===== src/rtl/c17_seq_trojan_if.sv =====
// Lane-vector bus of the c17 trojan block: per-lane c17 inputs/outputs plus
// trigger observation signals.
interface c17_seq_trojan_if #(
    parameter int LANES = 4
);
    logic [LANES-1:0] N1, N2, N3, N6, N7;
    logic [LANES-1:0] N22, N23;
    logic             trojan_active;
    logic [7:0]       trig_cnt;

    modport master (
        output N1, N2, N3, N6, N7,
        input  N22, N23, trojan_active, trig_cnt
    );

    modport slave (
        input  N1, N2, N3, N6, N7,
        output N22, N23, trojan_active, trig_cnt
    );
endinterface


===== src/rtl/c17_seq_trojan.sv =====
// LANES registered c17 netlists with a sequential trigger watching lane 0;
// once armed, a timed payload corrupts every lane's outputs.
module c17_seq_trojan #(
    parameter int         LANES          = 4,
    parameter logic [4:0] TRIG_PATTERN   = 5'b11111,
    parameter int         TRIG_COUNT     = 8,
    parameter int         PAYLOAD_CYCLES = 4,
    parameter bit         PAYLOAD_MODE   = 1'b0
) (
    input logic             clk,
    input logic             rst_n,
    c17_seq_trojan_if.slave bus
);
    typedef enum logic [1:0] {
        IDLE    = 2'd0,
        COUNT   = 2'd1,
        PAYLOAD = 2'd2
    } state_e;

    state_e           state_q, state_d;
    logic [7:0]       trig_cnt_q, trig_cnt_d;
    logic [7:0]       timer_q, timer_d;
    logic             active_q, active_d;
    logic [LANES-1:0] n22_q, n22_d, n23_q, n23_d;
    logic [LANES-1:0] gold22, gold23;
    logic             match;
    logic [8:0]       cnt_next;

    for (genvar i = 0; i < LANES; i++) begin : g_lane
        logic n10, n11, n16, n19;
        assign n10       = ~(bus.N1[i] & bus.N3[i]);
        assign n11       = ~(bus.N3[i] & bus.N6[i]);
        assign n16       = ~(bus.N2[i] & n11);
        assign n19       = ~(n11 & bus.N7[i]);
        assign gold22[i] = ~(n10 & n16);
        assign gold23[i] = ~(n16 & n19);
    end

    assign match = ({bus.N1[0], bus.N2[0], bus.N3[0], bus.N6[0], bus.N7[0]} == TRIG_PATTERN);

    always_comb begin
        state_d    = state_q;
        trig_cnt_d = trig_cnt_q;
        timer_d    = timer_q;
        // count this cycle would reach if lane 0 matches; IDLE restarts at 1
        cnt_next   = (state_q == COUNT) ? ({1'b0, trig_cnt_q} + 9'd1) : 9'd1;
        case (state_q)
            IDLE, COUNT: begin
                if (!match) begin
                    state_d    = IDLE;
                    trig_cnt_d = '0;
                end else if (cnt_next >= 9'(TRIG_COUNT)) begin
                    state_d    = PAYLOAD;
                    trig_cnt_d = '0;
                    timer_d    = 8'(PAYLOAD_CYCLES - 1);
                end else begin
                    state_d    = COUNT;
                    trig_cnt_d = (cnt_next > 9'd255) ? 8'hFF : cnt_next[7:0];
                end
            end
            PAYLOAD: begin
                trig_cnt_d = '0;
                if (timer_q == 8'd0) state_d = IDLE;
                else                 timer_d = timer_q - 8'd1;
            end
            default: begin
                state_d    = IDLE;
                trig_cnt_d = '0;
                timer_d    = '0;
            end
        endcase

        // outputs registered while in PAYLOAD carry the corruption
        active_d = (state_q == PAYLOAD);
        n22_d    = gold22;
        n23_d    = gold23;
        if (active_d) begin
            if (PAYLOAD_MODE) begin
                n22_d = ~gold22;
                n23_d = ~gold23;
            end else begin
                n22_d = '0;
                n23_d = '1;
            end
        end
    end

    always_ff @(posedge clk or negedge rst_n) begin
        if (!rst_n) begin
            state_q    <= IDLE;
            trig_cnt_q <= '0;
            timer_q    <= '0;
            active_q   <= 1'b0;
            n22_q      <= '0;
            n23_q      <= '0;
        end else begin
            state_q    <= state_d;
            trig_cnt_q <= trig_cnt_d;
            timer_q    <= timer_d;
            active_q   <= active_d;
            n22_q      <= n22_d;
            n23_q      <= n23_d;
        end
    end

    assign bus.N22           = n22_q;
    assign bus.N23           = n23_q;
    assign bus.trojan_active = active_q;
    assign bus.trig_cnt      = trig_cnt_q;
endmodule


===== src/flat_wrapper.sv =====
// flat-port wrapper written by rule: the top's interface ports become plain ports
module c17_seq_trojan_flat 
#(
    parameter int         LANES          = 4,
    parameter logic [4:0] TRIG_PATTERN   = 5'b11111,
    parameter int         TRIG_COUNT     = 8,
    parameter int         PAYLOAD_CYCLES = 4,
    parameter bit         PAYLOAD_MODE   = 1'b0
)
  (clk, rst_n, bus_N1, bus_N2, bus_N3, bus_N6, bus_N7, bus_N22, bus_N23, bus_trojan_active, bus_trig_cnt);
  c17_seq_trojan_if #(.LANES(LANES)) bus_i ();
  input logic clk;
  input logic rst_n;
  input wire logic [$bits(bus_i.N1)-1:0] bus_N1;
  input wire logic [$bits(bus_i.N2)-1:0] bus_N2;
  input wire logic [$bits(bus_i.N3)-1:0] bus_N3;
  input wire logic [$bits(bus_i.N6)-1:0] bus_N6;
  input wire logic [$bits(bus_i.N7)-1:0] bus_N7;
  output wire logic [$bits(bus_i.N22)-1:0] bus_N22;
  output wire logic [$bits(bus_i.N23)-1:0] bus_N23;
  output wire logic [$bits(bus_i.trojan_active)-1:0] bus_trojan_active;
  output wire logic [$bits(bus_i.trig_cnt)-1:0] bus_trig_cnt;
  assign bus_i.N1 = bus_N1;
  assign bus_i.N2 = bus_N2;
  assign bus_i.N3 = bus_N3;
  assign bus_i.N6 = bus_N6;
  assign bus_i.N7 = bus_N7;
  assign bus_N22 = bus_i.N22;
  assign bus_N23 = bus_i.N23;
  assign bus_trojan_active = bus_i.trojan_active;
  assign bus_trig_cnt = bus_i.trig_cnt;
  c17_seq_trojan #(.LANES(LANES), .TRIG_PATTERN(TRIG_PATTERN), .TRIG_COUNT(TRIG_COUNT), .PAYLOAD_CYCLES(PAYLOAD_CYCLES), .PAYLOAD_MODE(PAYLOAD_MODE)) u_core (.clk(clk), .rst_n(rst_n), .bus(bus_i));
endmodule

===== config.mk =====
export PLATFORM = sky130hd
export DESIGN_NAME = c17_seq_trojan_flat
export DESIGN_NICKNAME = d
export VERILOG_FILES = /design/src/rtl/c17_seq_trojan_if.sv /design/src/rtl/c17_seq_trojan.sv /design/src/flat_wrapper.sv
export SDC_FILE = /design/constraint.sdc
export NUM_CORES = 1
export LEC_CHECK = 0
export ABC_AREA = 1
export BUFFER_PORTS_ARGS = -buffer_cell sky130_fd_sc_hd__buf_2
export CORE_UTILIZATION = 45
export CTS_CLUSTER_DIAMETER = 200
export DETAILED_ROUTE_END_ITERATION = 8
export GPL_TIMING_DRIVEN = 0
export PLACE_DENSITY = 0.7
export SYNTH_ARGS = -nofsm -noshare
export SYNTH_HDL_FRONTEND = slang
export SYNTH_SLANG_ARGS = --single-unit

===== constraint.sdc =====
create_clock -name clk -period 1.9 [get_ports clk]
set_input_delay 0 -clock clk [delete_from_list [all_inputs] [get_ports clk]]
set_output_delay 0 -clock clk [all_outputs]
set_load 0.02 [all_outputs]

# After elaboration in Yosys (flattened, before gate mapping)
# Cells that the tools add are included.
word_totals:
  register_bits: 27
  inputBits: 22
op_classes:
  n_lt_le_gt_ge: 2
  n_bitwise: 48
  addsub: 2
  n_eq_ne: 7
  n_reduce_logical: 4
  n_mux: 15
ops:
  columns: ["cell", "count"]
  rows:
  - ["two-way mux 8 bit", 7]
  - ["AND 1 bit", 24]
  - ["NOT 1 bit", 24]
  - ["case mux 8 bit (2 select lines)", 1]
  - ["adder 8 x 1 -> 9 bit, second input constant", 1]
  - [">= comparator 9 x 4 -> 1 bit, second input constant", 1]
  - ["> comparator 9 x 8 -> 1 bit, second input constant", 1]
  - ["two-way mux 9 bit", 1]
  - ["logical NOT 8 bit", 1]
  - ["two-way mux 4 bit", 2]
  - ["subtractor 8 x 1 -> 8 bit, second input constant", 1]
  - ["two-way mux 2 bit", 3]
  - ["== test 5 bit, second input constant", 1]
  - ["!= test 2 x 1 -> 1 bit, second input constant", 2]
  - ["!= test 2 bit, second input constant", 2]
  - ["case mux 2 bit (2 select lines)", 1]
  - ["AND reduction 3 bit", 1]
  - ["== test 2 x 1 -> 1 bit, second input constant", 1]
  - ["== test 2 bit, second input constant", 1]
  - ["logical NOT 2 bit", 1]
  - ["OR reduction 2 bit", 1]

# Logic depth before layout (Yosys ltp)
# Gate-level depths: netlist (run 1).
depth:
  depth_word: 7
  depth_mapped: 13
  ltp_nobuf: 13

# Least setup slack after synthesis (run 1)
# OpenSTA, ideal clock, no wires.
synth_timing:
  kind: "reg-to-reg"
  startpoint: "register u_core.trig_cnt_q[0] (netlist: u_core.bus.trig_cnt[0])"
  endpoint: "register u_core.timer_q[0]"
  slack_ps: 216
  t_arrival_ps: 1567
  n_path_buf: 0
  setup_ps: 117
  required_ps: 1783
  stages_incl_launch_ff: 12
  cell_sequence: "dfrtp_1 > ha_1 > nand2_1 > nand2_1 > nand3_1 > nand2_1 > o21ai_1 > nand2_4 > nand2_8 > nand2_4 > nand2_1 > nand2_1"
synth_between:
  elab_chain_cells: 5
synth_rtl:
  columns: ["item", "line", "text"]
  rows:
  - ["from (decl)", "c17_seq_trojan.sv:21", "logic [7:0] trig_cnt_q, trig_cnt_d;"]
  - ["from (signal assigned)", "c17_seq_trojan.sv:98", "trig_cnt_q <= trig_cnt_d;"]
  - ["adder 8 x 1 -> 9 bit", "c17_seq_trojan.sv:46", "cnt_next = (state_q == COUNT) ? ({1'b0, trig_cnt_q} + 9'd1) : 9'd1;"]
  - ["two-way mux 9 bit", "c17_seq_trojan.sv:46", null]
  - [">= comparator 9 x 4 -> 1 bit", "c17_seq_trojan.sv:52", "end else if (cnt_next >= 9'(TRIG_COUNT)) begin"]
  - ["!= test 2 x 1 -> 1 bit (no source line)", null, null]
  - ["AND reduction 3 bit (no source line)", null, null]
  - ["to (signal assigned)", "c17_seq_trojan.sv:99", "timer_q <= timer_d;"]
  - ["to (decl)", "c17_seq_trojan.sv:22", "logic [7:0] timer_q, timer_d;"]
# Every way passes these cells.
# A chain may end at the register's enable or synchronous reset.

# Worst setup path after layout (run 1)
layout_timing:
  startpoint: "register u_core.trig_cnt_q[0] (netlist: u_core.bus.trig_cnt[0])"
  endpoint: "register u_core.timer_q[7]"
# The elaborated chain is that of the path after synthesis.

==> metrics, run 1 <==
vias in the first global route=1382; status=finished with violations; fin. max-slew vios=0; CTS sink count=27; chip height=57.9 um; Max Cap Viol=0; synth-to-layout area growth=35.1%; TritonCTS clock tree=yes; Clock Skew=3.68 ps; switching share of total power=0.280; port bufs=38; via-per-instance ratio=4.93; final WL=3.12 mm; Peak VDD IR=0.000416 V; Leak=1.02 nW; die width=57.9 um; worst slack at placement=129 ps; CP dominant cell by count=nand2_1; PD cells=573 nW/um^2; final critical-path share of the clock period=0.913; DRT Pass-1 Iters=6; syn_area_per_cell=8.32 um^2; post-DP HPWL=2.13 mm; total CTS buffers=3; CP top delay family=simple AND/OR/NAND/NOR gates; RSZ-0062 raised after global routing=false; H-tree lvl count=1; clock latency at the later pin of the worst-skew pair=330 ps; critical path arrival=1970 ps; Synthesis Warnings=0; setup violators final=0; top routing layer used=met4; crit-path max cell delay=450 ps; WS Path Type=register to register; Remaining Overflow, GRT=0; FMAX=0.577 GHz; # DRC=1; Tmin final=1730 ps; Worst Path Max Fanout=10; Core Rows=19; critical-path cell list=ha_1 -> nand2_2 -> nand2_1 -> nand3_1 -> nand2_1 -> o21ai_1 -> nand2_4 -> nand2_8 -> nand2_4 -> nand2_1 -> nand2_1; Worst-Margin Slew=595 ps; Setup crit end kind=register; final net count=263; CP required=2140 ps; I/O pin total=39; Seq pwr share=0.562; Total GRT Usage=0.217; Sw Pwr=0.305 mW; clk slew on worst S/H paths=140 ps; clock root cell=clkbuf_4; Hold Vio Cnt, Final=0; clock power share=0.233; Buf/Inv on CP=0; failing checks=design-rule violations; Seq/Total Area, Yosys=0.480; initial antenna violation count=0; Post-DRT Antenna Nets=0; Logic pwr share=0.205; Mapped Cells=169; Post-Syn Area=1410 um^2; die area=3350 um^2; initial DRC count=50; routed wl met3=123 um; flops & latches, synth=27; global-route wire length before repair=5.69 mm; Worst setup SP type=register; setup_tns=0 ps; # diodes=0; Placer Congestion=0.819; drt wl/cell=11.6 um; worst-case clock buffer depth=2; setup ws final=166 ps; WL met2=1.70 mm; share of layout cells above drive strength 1=0.266; largest net degree at the start of global routing=28; Slew HR=0.603; DR vias=1322; Starting Density=0.493; Met1 Wirelength=1.24 mm; internal power=0.784 mW; Hold WS=117 ps; Hold Crit Class=input pin to register; Netlist cell types=26; slowest CP cell=dfrtp_1; core box area=2850 um^2
flip-flops by register name (all words and copies together) (netlist names):
register                  count
u_core.timer_q                8
u_core.bus.N23                4
u_core.bus.trojan_active      1
u_core.state_q                2
u_core.bus.trig_cnt           8
u_core.bus.N22                4
tightest hold or removal path: stages:
cell and delay, ps:
buf_2 110, nand3_1 60, nor2_1 110, nand3_1 110, nor2_1 40
Yosys cell counts:
cell type / number / share of area
o21ai_2: 1 / 0.0062
o21ai_0: 8 / 0.028
ha_1: 3 / 0.027
nand2_4: 2 / 0.016
o21ai_1: 3 / 0.011
nand2_2: 2 / 0.0089
o21ai_4: 1 / 0.012
clkinv_1: 1 / 0.0027
conb_1: 1 / 0.0027
xor2_1: 3 / 0.019
nor2_2: 3 / 0.013
xnor2_1: 3 / 0.019
nor3_4: 1 / 0.012
nand2_8: 1 / 0.014
nor2_4: 1 / 0.0080
a21oi_2: 1 / 0.0062
inv_2: 3 / 0.0080
nand3_2: 2 / 0.014
nand3_1: 13 / 0.046
or2_4: 1 / 0.0062
inv_1: 9 / 0.024
nand2_1: 52 / 0.14
nor2_1: 21 / 0.056
dfrtp_1: 27 / 0.48
nor3_1: 1 / 0.0036
a21oi_1: 5 / 0.018
area by class of cell:
| type | instances | area, um^2 |
|---|---|---|
| tap | 31 | 38.8 |
| multi-input combinational | 133 | 699 |
| timing repair buffer | 60 | 408 |
| clock buffer | 3 | 22.5 |
| inverter | 13 | 48.8 |
| clock inverter | 1 | 7.51 |
| sequential | 27 | 676 |
| fill | 232 | 952 |
per-layer routing:
metal  GRT usage  vias up
met1       0.234      613
li1            -      668
met2       0.417       33
met5           0        -
met3      0.0469        8
met4      0.0680        0
power by group through the flow:
| stage | sequential, mW | combinational, mW | clock (mW) |
|---|---|---|---|
| 6_report | 0.612 | 0.223 | 0.253 |
| 5_1_grt | 0.615 | 0.250 | 0.283 |
| 4_1_cts | 0.612 | 0.220 | 0.258 |
| 3_5_place_dp | 0.623 | 0.180 | 0 |
| 3_3_place_gp | 0.622 | 0.176 | 0 |
| 2_1_floorplan | 0.647 | 0.0873 | 0 |
repair_timing:
item                                   in CTS  in global routing
setup endpoints to repair                   0                  8
endpoints found under the hold margin      35                  0
gates resized for setup                     0                  1
buffers inserted                            0                  1
hold buffers                               21                  0
logic make-up (layout without fill, tap and decap cells):
| kind of cell | Yosys count | in the layout | synth area share |
|---|---|---|---|
| simple gates | 100 | 100 | 0.337 |
| flops | 27 | 27 | 0.480 |
| compound gates | 19 | 19 | 0.0810 |
| buf+inv | 13 | 77 | 0.0347 |
| xor+xnor | 6 | 6 | 0.0374 |
| fa+ha+maj | 3 | 3 | 0.0267 |
| other cells | 1 | 5 | 0.00267 |
cells in the final DEF, fill, tap and decap left out, types with 2 or more instances in the layout:
master / synthesis / final
nand2_2: 2 / 3
dfrtp_1: 27 / 27
nand2_1: 52 / 51
inv_1: 9 / 9
clkbuf_4: 0 / 3
nor2_1: 21 / 21
inv_2: 3 / 3
nand3_1: 13 / 13
ha_1: 3 / 3
conb_1: 1 / 5
a21oi_1: 5 / 5
xor2_1: 3 / 3
nor2_2: 3 / 3
o21ai_1: 3 / 3
o21ai_0: 8 / 8
dlygate4sd3_1: 0 / 21
buf_2: 0 / 38
xnor2_1: 3 / 3
nand3_2: 2 / 2
nand2_4: 2 / 2
per-stage QoR:
step | total power [mW] | cells | util | cell area (um^2)
after floorplan | 0.734 | 173 | - | 1420
after global placement | 0.797 | 242 | 0.579 | 1650
after detailed placement | 0.803 | 242 | 0.579 | 1650
after CTS | 1.09 | 267 | 0.663 | 1890
after global routing | 1.15 | 268 | 0.666 | 1900
final | 1.09 | 268 | 0.666 | 1900
final timing paths:
check	from	to	slack, ps	depth (start not counted)
worst max-delay path	u_core.bus.trig_cnt[0]	u_core.timer_q[7]	170	11
worst min-delay path	bus_N2[0]	u_core.bus.trig_cnt[0]	120	5
worst max register to register	u_core.bus.trig_cnt[0]	u_core.timer_q[7]	170	11
worst min register to register	u_core.timer_q[1]	u_core.timer_q[1]	560	2
max in group asynchronous	rst_n	u_core.bus.N22[3]	1330	2
min in group asynchronous	rst_n	u_core.timer_q[2]	180	2
Power figures use the tool's default switching activity.
==> run 2, diff against run 1 <==
--- a/config.mk
+++ b/config.mk
@@ -7,6 +7,7 @@
 export LEC_CHECK = 0
 export ABC_AREA = 1
 export BUFFER_PORTS_ARGS = -buffer_cell sky130_fd_sc_hd__buf_2
+export CORE_ASPECT_RATIO = 0.5
 export CORE_UTILIZATION = 45
 export CTS_CLUSTER_DIAMETER = 200
 export DETAILED_ROUTE_END_ITERATION = 8
==> run 2 against run 1 <==
  * The flow now finishes without violations
  * Flip-flop and latch count unchanged
  * Core utilization up 2.2 points
  * Wire length up 1.2%
  * Clock power up 31%
  * Clock skew up 5.3 ps
  * Via count down 0.68%
  * Critical path depth down 5
  * Setup slack worse by 60 ps
  * Global-route usage down 0.36 points
  * Non-clock buffer count down 2
  * Design area up 0.72%
  * Critical path type is now input pin to register
  * Critical endpoint is now u_core.bus.N22[2]
  * Highest routed layer is now met3
==> metrics, run 2 (synthesized netlist as in run 1, its figures left out) <==
Remaining Overflow, GRT=0 (unchanged); DR vias=1313 (was 1322); TritonCTS clock tree=yes (unchanged); setup bufs post-CTS=0 (unchanged); Max Cap Viol=0 (unchanged); RSZ-0062 raised after global routing=false (unchanged); via-per-instance ratio=4.83 (was 4.93); Placer Congestion=0.752 (was 0.819); setup violators final=0 (unchanged); FMAX=0.557 GHz (was 0.577 GHz); fin. max-slew vios=0 (unchanged); DRT Pass-1 Iters=6 (unchanged); port bufs=38 (unchanged); share of layout cells above drive strength 1=0.272 (was 0.266); most common cell after layout, fill and taps aside=nand2_1 (unchanged); global-route wire length before repair=5.38 mm (was 5.69 mm); Register Area=677 um^2 (was 676 um^2); Hold WS=19.2 ps (was 117 ps); Multi-input gate area=703 um^2 (was 699 um^2); Setup crit end kind=register (unchanged); Hold Vio Cnt, Final=0 (unchanged); GR Util met1=0.277 (was 0.234); critical path arrival=2000 ps (was 1970 ps); # DRC=0 (was 1); GRT Max-Usage Layer=met2 (unchanged); vias in the first global route=1182 (was 1382); Worst Path Max Fanout=1 (was 10); H-tree lvl count=1 (unchanged); WS Path Type=input pin to register (was register to register); status=completed (was finished with violations); Hold Crit Class=input pin to register (unchanged); Worst setup SP type=input pin (was register); GR Layer Usage met3=0.0527 (was 0.0469); Peak VDD IR=0.000503 V (was 0.000416 V); die width=81.1 um (was 57.9 um); post-DP HPWL=2.12 mm (was 2.13 mm); core box area=2780 um^2 (was 2850 um^2); Clock Skew=9.00 ps (was 3.68 ps); final core occ=0.688 (was 0.666); clk slew on worst S/H paths=90 ps (was 140 ps); synth-to-layout area growth=36.1% (was 35.1%); clock root cell=clkbuf_8 (was clkbuf_4); die area=3370 um^2 (was 3350 um^2); chip height=41.5 um (was 57.9 um); worst-case clock buffer depth=2 (unchanged); Worst-Margin Slew=583 ps (was 595 ps); largest net degree at the start of global routing=28 (unchanged); initial antenna violation count=0 (unchanged); Tmin final=1790 ps (was 1730 ps); Total GRT Usage=0.213 (was 0.217); drt wl/cell=11.6 um (about the same); CTS sink count=27 (unchanged); PD cells=608 nW/um^2 (was 573 nW/um^2); initial DRC count=75 (was 50); CP required=2110 ps (was 2140 ps); final critical-path share of the clock period=0.945 (was 0.913); final net count=261 (was 263); most frequent cells in the layout=51 x nand2_1, 38 x buf_2, 26 x dfrtp_1 (was 51 x nand2_1, 38 x buf_2, 27 x dfrtp_1); # fillers=227 (was 232); Post-DRT Antenna Nets=0 (unchanged); clock latency at the later pin of the worst-skew pair=280 ps (was 330 ps); I/O pin total=39 (unchanged); final WL=3.15 mm (was 3.12 mm); # diodes=0 (unchanged); Starting Density=0.506 (was 0.493); Slew HR=0.612 (was 0.603); Core Rows=13 (was 19); M2 GR Usage=0.368 (was 0.417); setup_tns=0 ps (unchanged); Leak=1.01 nW (was 1.02 nW); total CTS buffers=3 (unchanged)
[run 2: critical path: stages]
cell	delay, ps
dlygate4sd3_1	520
buf_2	100
nand2_1	40
dlygate4sd3_1	550
a21oi_1	190
dlygate4sd3_1	590
[run 2: stage by stage]
stage / instance area (um^2) / instances / setup WS [ps] / total power, mW
5_1_grt: 1910 / 272 / 16.2 / 1.23
6_report: 1910 / 272 / 105 / 1.16
3_3_place_gp: 1660 / 248 / 149 / 0.798
4_1_cts: 1910 / 272 / 64.9 / 1.17
3_5_place_dp: 1660 / 248 / 95.1 / 0.802
2_1_floorplan: 1420 / 173 / 216 / 0.734
[run 2: final timing paths]
| check | start | to | slack [ps] | depth (start not counted) |
|---|---|---|---|---|
| worst max-delay path | bus_N1[2] | u_core.bus.N22[2] | 110 | 6 |
| worst min-delay path | bus_N2[0] | u_core.bus.N23[0] | 20 | 3 |
| worst max register to register | u_core.bus.trig_cnt[0] | u_core.timer_q[5] | 160 | 13 |
| worst min register to register | u_core.timer_q[0] | u_core.timer_q[0] | 560 | 2 |
| max in group asynchronous | rst_n | u_core.bus.trig_cnt[0] | 1240 | 2 |
| min in group asynchronous | rst_n | u_core.timer_q[6] | 250 | 2 |
[run 2: repair_timing]
| item | 4_1_cts | 5_1_grt |
|---|---|---|
| hold endpoints to repair | 35 | 0 |
| gates resized for setup | 0 | 3 |
| setup endpoints to repair | 0 | 8 |
| hold buffers | 20 | 0 |
[run 2: layer usage]
metal	vias up	share of wire
met5	-	0
met4	0	0
met3	0	0.037
met2	31	0.51
met1	619	0.46
li1	663	-
[run 2: final cells by class]
cell class	instances	share of cell area
timing repair buffer	58	0.204
tap	37	0.0242
sequential	27	0.354
clock inverter	1	0.00392
clock buffer	3	0.0216
multi-input combinational	133	0.367
inverter	13	0.0255
[run 2: power breakdown]
part / leakage, nW / total (mW) / switching [mW] / internal [mW]
combinational: 0.647 / 0.220 / 0.118 / 0.102
sequential: 0.343 / 0.612 / 0.0138 / 0.598
clock: 0.0217 / 0.331 / 0.182 / 0.149
total: 1.01 / 1.16 / 0.314 / 0.849
==> run 3, diff against run 2 <==
--- a/config.mk
+++ b/config.mk
@@ -6,13 +6,14 @@
 export NUM_CORES = 1
 export LEC_CHECK = 0
 export ABC_AREA = 1
+export ABC_CLOCK_PERIOD_IN_PS = 1560
 export BUFFER_PORTS_ARGS = -buffer_cell sky130_fd_sc_hd__buf_2
 export CORE_ASPECT_RATIO = 0.5
 export CORE_UTILIZATION = 45
 export CTS_CLUSTER_DIAMETER = 200
 export DETAILED_ROUTE_END_ITERATION = 8
 export GPL_TIMING_DRIVEN = 0
-export PLACE_DENSITY = 0.7
+export PLACE_DENSITY = 0.73
 export SYNTH_ARGS = -nofsm -noshare
 export SYNTH_HDL_FRONTEND = slang
 export SYNTH_SLANG_ARGS = --single-unit
==> constraint.sdc (replaced) <==
create_clock -name clk -period 1.56 [get_ports clk]
set_input_delay 0 -clock clk [delete_from_list [all_inputs] [get_ports clk]]
set_output_delay 0 -clock clk [all_outputs]
set_load 0.02 [all_outputs]
==> run 3 against run 2 <==
  * The flow now finishes with violations (negative setup slack)
  * Clock skew decreased by 0.50 ps
  * Critical path type is now register to register
  * Non-clock buffer count is 8 higher
  * Critical path depth rose by 2
  * Clock-buffer cell count is the same
  * Clock power increased by 25%
  * Highest routed layer is now met4
  * Flip-flop and latch count unchanged
  * Design area grew 7.1%
==> metrics, run 3 (synthesized netlist as in run 1, its figures left out) <==
status=finished with violations (was completed); CP required=1730 ps (was 2110 ps); Worst Path Max Fanout=9 (was 1); post-DP HPWL=2.17 mm (was 2.12 mm); final net count=270 (was 261); Total GRT Usage=0.235 (was 0.213); Non-Filler Instances=281 (was 272); final critical-path share of the clock period=1.05; Peak VDD IR=0.000359 V (was 0.000503 V); synth-to-layout area growth=45.8% (was 36.1%); Hold Crit Class=input pin to register (unchanged); CP dominant cell by count=nand2_1 (was dlygate4sd3_1); DR vias=1399 (was 1313); Remaining Overflow, GRT=0 (unchanged); final WL=3.68 mm (was 3.15 mm); setup violators final=11 (was 0); crit-path max cell delay=430 ps (was 590 ps); # DRC=0 (unchanged); I/O pin total=39 (unchanged); Worst-Margin Slew=700 ps (was 583 ps); Worst setup SP type=register (was input pin); global-route wire length before repair=6.00 mm (was 5.38 mm); critical-path cell list=or2_4 -> nor3_4 -> nand3_2 -> o21ai_4 -> buf_12 -> nand2_8 -> nand2_1 -> nand2_1 (was dlygate4sd3_1 -> buf_2 -> nand2_1 -> dlygate4sd3_1 -> a21oi_1 -> dlygate4sd3_1); clock root cell=clkbuf_8 (unchanged); Hold Path Stages=4 (was 3); DRT Pass-1 Iters=4 (was 6); critical path arrival=1800 ps (was 2000 ps); initial antenna violation count=0 (unchanged); PnR Total Power=1.44 mW (was 1.16 mW); via-per-instance ratio=4.98 (was 4.83); Slew HR=0.531 (was 0.612); fin. max-slew vios=0 (unchanged); Placer Congestion=0.735 (was 0.752); largest net degree at the start of global routing=28 (unchanged); Starting Density=0.506 (unchanged); PD cells=703 nW/um^2 (was 608 nW/um^2); WS Path Type=register to register (was input pin to register); FMAX=0.613 GHz; Post-DRT Antenna Nets=0 (unchanged); chip height=41.5 um (unchanged); vias in the first global route=1353 (was 1182); # diodes=0 (unchanged); Setup crit end kind=register (unchanged); DP Cell Count=248 (unchanged); Max Cap Viol=0 (unchanged); die width=81.1 um (unchanged); most frequent cells in the layout=48 x nand2_1, 38 x buf_2, 25 x dfrtp_1 (was 51 x nand2_1, 38 x buf_2, 26 x dfrtp_1); FF-to-FF Start=u_core.timer_q[3] (was u_core.bus.trig_cnt[0]); H-tree lvl count=1 (unchanged); hold_sp=bus_N6[0] (was bus_N2[0]); RSZ-0062 raised after global routing=true (was false); initial DRC count=76 (was 75); share of layout cells above drive strength 1=0.307 (was 0.272); Core Rows=13 (unchanged); r2r worst-path depth=8 (was 13); Hold Vio Cnt, Final=0 (unchanged); die area=3370 um^2 (unchanged); failing checks=negative setup slack; TritonCTS clock tree=yes (unchanged); Tmin final=1630 ps; Leak=1.08 nW (was 1.01 nW); Clock Skew=8.50 ps (was 9.00 ps); r2r endpoint=u_core.timer_q[5] (unchanged); clock latency at the later pin of the worst-skew pair=280 ps (about the same); CTS sink count=27 (unchanged); slowest CP cell=dfrtp_1 (was dlygate4sd3_1); R2R Setup Slk=-70 ps (was 160 ps); most common cell after layout, fill and taps aside=nand2_1 (unchanged); clk slew on worst S/H paths=100 ps (was 90 ps); setup ws final=-71.6 ps (was 105 ps); core box area=2780 um^2 (unchanged); drt wl/cell=13.1 um (was 11.6 um); port bufs=38 (unchanged); total CTS buffers=3 (unchanged); worst-case clock buffer depth=2 (unchanged); Worst Hold End=u_core.bus.N22[0] (was u_core.bus.N23[0]); # fillers=192 (was 227)
==> run 3: cell types whose count changed in the layout (fill, tap and decap cells not counted), sizes merged <==
cell | before | now
dlygate4sd3 | 20 | 24
buf | 38 | 42
nand2 | 57 | 58
==> run 3: critical path: cells and delay by family, from the launching register on <==
kind | cells | cell delay, ps
AO/OA/AOI/OAI | 1 | 190
buffers and inverters | 1 | 150
AND/OR/NAND/NOR | 6 | 740
flip-flops | 1 | 430
==> run 3: layout make-up <==
cell class | instances | area [um^2] | area share
multi-input combinational | 134 | 756 | 0.369
clock buffer | 3 | 41.3 | 0.0201
tap | 37 | 46.3 | 0.0226
timing repair buffer | 66 | 473 | 0.231
clock inverter | 1 | 7.51 | 0.00366
inverter | 13 | 48.8 | 0.0238
sequential | 27 | 678 | 0.331
==> run 3: metrics by stage <==
| stage | util | TNS (ps) | instance area, um^2 | hold WS [ps] | setup WS (ps) |
|---|---|---|---|---|---|
| after detailed placement | 0.605 | -721 | 1680 | 34.5 | -100 |
| after floorplan | - | -84.5 | 1450 | -296 | -11.4 |
| after CTS | 0.722 | -584 | 2010 | 18.8 | -78.3 |
| after global routing | 0.737 | -1740 | 2050 | 64.5 | -165 |
| final | 0.737 | -587 | 2050 | 40.8 | -71.6 |
| after global placement | 0.605 | -466 | 1680 | 29.3 | -64.1 |
==> run 3: repair_timing <==
item / in CTS / in global routing
gates resized for setup: 1 / 5
endpoints found under the setup margin: 10 / 13
buffers inserted: 2 / 2
hold buffers: 24 / 0
pin swaps: 1 / 5
cloned: 1 / 0
endpoints found under the hold margin: 35 / 0
==> run 3: report_power, final <==
part	internal (mW)	total, mW	leakage [nW]	switching, mW
clock	0.182	0.413	0.0217	0.231
combinational	0.130	0.283	0.719	0.153
sequential	0.728	0.746	0.341	0.0171
total	1.04	1.44	1.08	0.401
==> run 3: per-layer routing <==
| metal | routed length (um) | share of wire | track usage | up-vias |
|---|---|---|---|---|
| met3 | 133 | 0.036 | 0.0571 | 2 |
| met1 | 1630 | 0.44 | 0.278 | 678 |
| met2 | 1880 | 0.51 | 0.425 | 33 |
| li1 | - | - | - | 686 |
| met5 | 0 | 0 | 0 | - |
| met4 | 29 | 0.0079 | 0.0607 | 0 |
==> run 3: worst max path at each step <==
stage,start,to,depth (start not counted)
floorplan,u_core.bus.trig_cnt[0],u_core.timer_q[0],13
global placement,u_core.bus.trig_cnt[0],u_core.timer_q[1],13
detailed placement,u_core.bus.trig_cnt[0],u_core.timer_q[0],13
CTS,u_core.bus.trig_cnt[0],u_core.timer_q[5],10
global route,u_core.bus.trig_cnt[1],u_core.timer_q[4],11
finish,u_core.timer_q[3],u_core.timer_q[5],8
